## config.mk

```make
export PLATFORM = sky130hd
export DESIGN_NAME = rgmii_inband_status
export DESIGN_NICKNAME = d
export VERILOG_FILES = /design/src/rtl/rgmii_inband_status.sv
export SDC_FILE = /design/constraint.sdc
export NUM_CORES = 1
export LEC_CHECK = 0
export ABC_AREA = 1
export CAP_MARGIN = 10
export CORE_UTILIZATION = 35
export CTS_CLUSTER_DIAMETER = 30
export DETAILED_ROUTE_END_ITERATION = 8
export SLEW_MARGIN = 20
export SYNTH_ARGS = -nofsm -noshare
export SYNTH_HDL_FRONTEND = slang
export SYNTH_SLANG_ARGS = --single-unit
```

## constraint.sdc

```tcl
create_clock -name clk -period 2.4 [get_ports clk]
set_clock_uncertainty 0.15 [all_clocks]
set_input_delay 0.36 -clock clk [delete_from_list [all_inputs] [get_ports clk]]
set_output_delay 0.36 -clock clk [all_outputs]
set_load 0.005 [all_outputs]
```

## src/rtl/rgmii_inband_status.sv

```systemverilog
// Decodes RGMII in-band status seen during inter-frame gaps, debounces it and publishes link/speed/duplex.
// Optional watchdog (adds the stale output) is compiled in when RGMII_INBAND_STALE_EN is defined.
module rgmii_inband_status #(
  parameter int STABLE_CNT   = 16,
  parameter int CW           = 5,
  parameter int STALE_CYCLES = 1000000
) (
  input  logic       clk,
  input  logic       reset,
  input  logic       rx_dv,
  input  logic       rx_er,
  input  logic [7:0] rxd,
  output logic       link_up,
  output logic [1:0] speed,
  output logic       full_duplex,
  output logic       status_valid,
  output logic       status_change,
  output logic [7:0] mismatch_cnt
`ifdef RGMII_INBAND_STALE_EN
  ,
  output logic       stale
`endif
);

  typedef enum logic {ACQUIRE, LOCKED} state_t;

  localparam logic [CW-1:0] STABLE_MAX = CW'(STABLE_CNT);

  if (STABLE_CNT < 2 || (2 ** CW) <= STABLE_CNT || STALE_CYCLES < 1) begin : g_bad_params
    $error("rgmii_inband_status: illegal parameter combination");
  end

  state_t        r_state;
  state_t        w_state_nxt;
  logic [CW-1:0] r_cnt;
  logic [3:0]    r_cand;
  logic          w_idle;
  logic          w_valid;
  logic          w_reject;
  logic          w_stable;
  logic          w_publish;
  logic          w_stale_hit;
  logic [3:0]    w_sample;
  logic [3:0]    w_pub;

  // Candidate cycles are true inter-frame gaps; both nibbles must agree and speed 2'b11 is reserved.
  assign w_idle   = !rx_dv && !rx_er;
  assign w_valid  = w_idle && (rxd[7:4] == rxd[3:0]) && (rxd[2:1] != 2'b11);
  assign w_reject = w_idle && !w_valid;
  assign w_sample = {rxd[0], rxd[2:1], rxd[3]};
  assign w_pub    = {link_up, speed, full_duplex};
  assign w_stable = (r_cnt == STABLE_MAX);

`ifdef RGMII_INBAND_STALE_EN
  localparam int SW = $clog2(STALE_CYCLES + 1);

  logic [SW-1:0] r_stale_cnt;

  assign w_stale_hit = !w_valid && (r_stale_cnt == SW'(STALE_CYCLES - 1));

  always_ff @(posedge clk) begin
    if (reset) begin
      r_stale_cnt <= '0;
      stale       <= 1'b0;
    end else if (w_valid) begin
      r_stale_cnt <= '0;
      stale       <= 1'b0;
    end else begin
      if (r_stale_cnt != SW'(STALE_CYCLES))
        r_stale_cnt <= r_stale_cnt + 1'b1;
      if (w_stale_hit)
        stale <= 1'b1;
    end
  end
`else
  assign w_stale_hit = 1'b0;
`endif

  // The run counter is cleared on a watchdog expiry so reacquisition needs a fresh full run.
  always_ff @(posedge clk) begin
    if (reset) begin
      r_cnt  <= '0;
      r_cand <= '0;
    end else if (w_stale_hit || w_reject) begin
      r_cnt <= '0;
    end else if (w_valid) begin
      if (w_sample != r_cand) begin
        r_cand <= w_sample;
        r_cnt  <= CW'(1);
      end else if (!w_stable) begin
        r_cnt <= r_cnt + 1'b1;
      end
    end
  end

  always_ff @(posedge clk) begin
    if (reset) begin
      mismatch_cnt <= '0;
    end else if (w_reject && (mismatch_cnt != 8'hFF)) begin
      mismatch_cnt <= mismatch_cnt + 1'b1;
    end
  end

  always_ff @(posedge clk) begin
    if (reset) r_state <= ACQUIRE;
    else       r_state <= w_state_nxt;
  end

  always_comb begin
    w_state_nxt = r_state;
    w_publish   = 1'b0;
    if (w_stale_hit) begin
      w_state_nxt = ACQUIRE;
    end else begin
      case (r_state)
        ACQUIRE: begin
          if (w_stable) begin
            w_publish   = 1'b1;
            w_state_nxt = LOCKED;
          end
        end
        LOCKED: begin
          if (w_stable && (r_cand != w_pub))
            w_publish = 1'b1;
        end
        default: w_state_nxt = ACQUIRE;
      endcase
    end
  end

  // Watchdog expiry keeps speed/duplex but drops link and validity.
  always_ff @(posedge clk) begin
    if (reset) begin
      link_up       <= 1'b0;
      speed         <= 2'b00;
      full_duplex   <= 1'b0;
      status_valid  <= 1'b0;
      status_change <= 1'b0;
    end else begin
      status_change <= 1'b0;
      if (w_stale_hit) begin
        link_up       <= 1'b0;
        status_valid  <= 1'b0;
        status_change <= link_up;
      end else if (w_publish) begin
        {link_up, speed, full_duplex} <= r_cand;
        status_valid  <= 1'b1;
        status_change <= 1'b1;
      end
    end
  end

endmodule

```

==> run metrics <==
outcome=finished, final reports clean; CP delay by family, top=simple AND/OR/NAND/NOR gates; row count=22; Die X=64.77 um; worst r2r dst=mismatch_cnt[0]; Yosys cell types=27; Synth area leader=dfxtp_1; register area share after synthesis=34.85%; largest net degree at the start of global routing=14; Layout Utilization=46.84%; Setup Buffers After CTS=0; routed wire length=around 3000 um; worst path cell trace=clkdlybuf4s50_1 > inv_1 > nand2_1 > nand2_1 > nor2_1 > nand2_1 > nand2_2 > clkinv_2 > nor2_1 > nor2_1; RSZ-0062 raised after global routing=no; Ys Warns=0; flop2flop setup slack=between 500 and 600 ps; drt first pass iters=4; H-tree depth=1; Synth top area share=34.85%; WL/cell=roughly 11 um; Mapped Avg Cell Area=6.792 um2; clock buffer count from CTS=3; CP startpoint kind=primary input; Die Span Y=64.77 um; layout filler cell count=385; Max Cap Viol=0; gr ovfl total=0; IO buf count=25; hpwl dp=2237 um; via/cell ratio=4.581; pwr dens=440.0 mW/mm2; Fmax achieved=0.5287 GHz; Setup TNS=0 ps; vias=1,278; worst hold path endpoint=status_valid; Buf/Inv on CP=3; Fin. Hold Viols=0; hold path start=status_valid; Slew HR=71.47%; Reg clk slew, reported paths=90 ps; endpoints failing setup=0; Slew Limit Fails=0; FFs w/ async S/R, synth=0%; gr usage total=15.86%; WHS Path Cells=2; post-route ant nets=0; layout cell share with drive strength beyond 1=a little under 7%; multi-input gate area in the final layout=795.8 um2; # hold bufs at CTS=0; number of synthesized flops with an enable pin=0; minimum clock period=1891 ps; slowest CP cell=clkdlybuf4s50_1; Synth Instances=203; 1st-iter DRT viols=65; reg2reg start=mismatch_cnt[1]; CP Depth=10; Cell Area, Synth=0.001379 mm2; Layout Nets=247; Starting Density=between 30% and 40%; initial antenna violation count=0; FF/Latch Area=480.5 um2; clk_lat worst skew=270 ps; top_reg_cell synth=dfxtp_1; global-route wire length before repair=5223 um; leakage power=0.6672 nW; count leader, synth=nand2_1; CTS Sinks=24; n_diodes=0; num ports=26; Die ar.=0.004195 mm2; final hold slack=312.1 ps; Crit Path Max Fanout=5; syn nets=218; WP data arrival=approximately 1900 ps; flops & latches, synth=24; Reg2Reg Depth=8; Residual DRC=0; vias in the first global route=1,139; crit path kind=primary input to register; slowest stage delay, CP=550 ps; Worst setup EP type=register; Clock Path Buffers=2; Worst-Margin Slew=428.0 ps; routability cong.=between 0.7 and 0.8; TritonCTS clock tree=done; Area contributors post-synth=dfxtp_1, nand2_1, nor2_1; crit share post-route=78.81%; Hold Crit Class=register to register; Peak supply drop=around 0.26 mV; CP required=2420 ps; CTS resizes=0; Synth top cells by count=nand2_1, nor2_1, dfxtp_1; Area growth, synth to finish=26.23%; Core Footprint=0.003716 mm2; clk root buf=clkbuf_8
-- sequential cells by signal (all words and copies together) (netlist names) --
signal         flops
mismatch_cnt       8
r_cnt              5
full_duplex        1
speed              2
link_up            1
r_state            1
status_valid       1
r_cand             4
status_change      1
-- routing by layer --
metal | GRT usage (%) | vias up | share of wire (%) | wire length (um)
li1 | - | 706 | - | -
met1 | 21.02 | 541 | 52 | 1578
met2 | 26.04 | 29 | 43 | 1322
met3 | 3.521 | 2 | 4.3 | 130
met4 | 3.333 | 0 | 0.49 | 15
met5 | 0 | - | 0 | 0
-- cell usage in the layout, fill, tap and decap left out, drive strengths merged --
| cell | count |
|---|---|
| xnor2 | 3 |
| nand4 | 8 |
| clkdlybuf4s50 | 25 |
| nand3 | 16 |
| nor3b | 1 |
| buf | 1 |
| inv | 22 |
| nand2 | 55 |
| nand3b | 2 |
| ha | 3 |
| clkinv | 2 |
| a21oi | 18 |
| and3 | 1 |
| nor2 | 31 |
| mux2i | 1 |
| xor2 | 6 |
| dfxtp | 24 |
| clkbuf | 4 |
| o21ai | 8 |
-- report_power, final --
group / switching [W] / internal, W / total (W)
sequential: 0.00000404 / 0.000401 / 0.000405
combinational: 0.0000456 / 0.0000364 / 0.0000819
clock: 0.000132 / 0.000146 / 0.000278
total: 0.000182 / 0.000584 / 0.000766
-- worst register-to-register path: stages (launching register included) --
cell and delay [ps]:
dfxtp_1 410, ha_1 210, nand2_1 90, nor2_1 210
nand4_2 260, nand3_2 260, nand2_1 70, nand2_1 60
nor2_1 40
-- worst max-delay path by stage --
stage / from / to / slack, ps
final: rxd[1] / r_cand[1] / 510
after global routing: rxd[3] / r_cand[1] / 370
after CTS: rx_er / mismatch_cnt[0] / 510
after detailed placement: rx_er / mismatch_cnt[0] / 210
after global placement: rx_er / mismatch_cnt[0] / 210
after floorplan: mismatch_cnt[1] / mismatch_cnt[0] / 810
-- cell families after synthesis --
kind of cell               count (synthesis)  share of synthesized area (%)
AOI/OAI and AO/OA                         26                          9.438
xor gates and xnor gates                   9                          5.717
adders and majority gates                  3                          2.723
buffers and inverters                     26                          7.440
DFF                                       24                          34.85
muxes                                      1                         0.7260
and+or+nand+nor                          114                          39.11
-- area by class of cell --
type,count,area share [%]
inverter,24,5.248
multi-input combinational,153,45.72
clock buffer,4,3.163
sequential,24,27.61
tap,48,3.451
timing repair buffer,26,14.81
-- stage by stage --
step / power, W / std cells / cell area [um2] / worst slack, ps
5_1_grt: 0.0008035 / 279 / 1740 / 366.9
2_1_floorplan: 0.0004578 / 203 / 1379 / 814.6
4_1_cts: 0.0007806 / 279 / 1740 / 506.3
3_3_place_gp: 0.0004968 / 275 / 1685 / 209.1
6_report: 0.0007657 / 279 / 1740 / 508.7
3_5_place_dp: 0.0004967 / 275 / 1685 / 205.2
No activity file was read; power rests on OpenSTA's default activity.
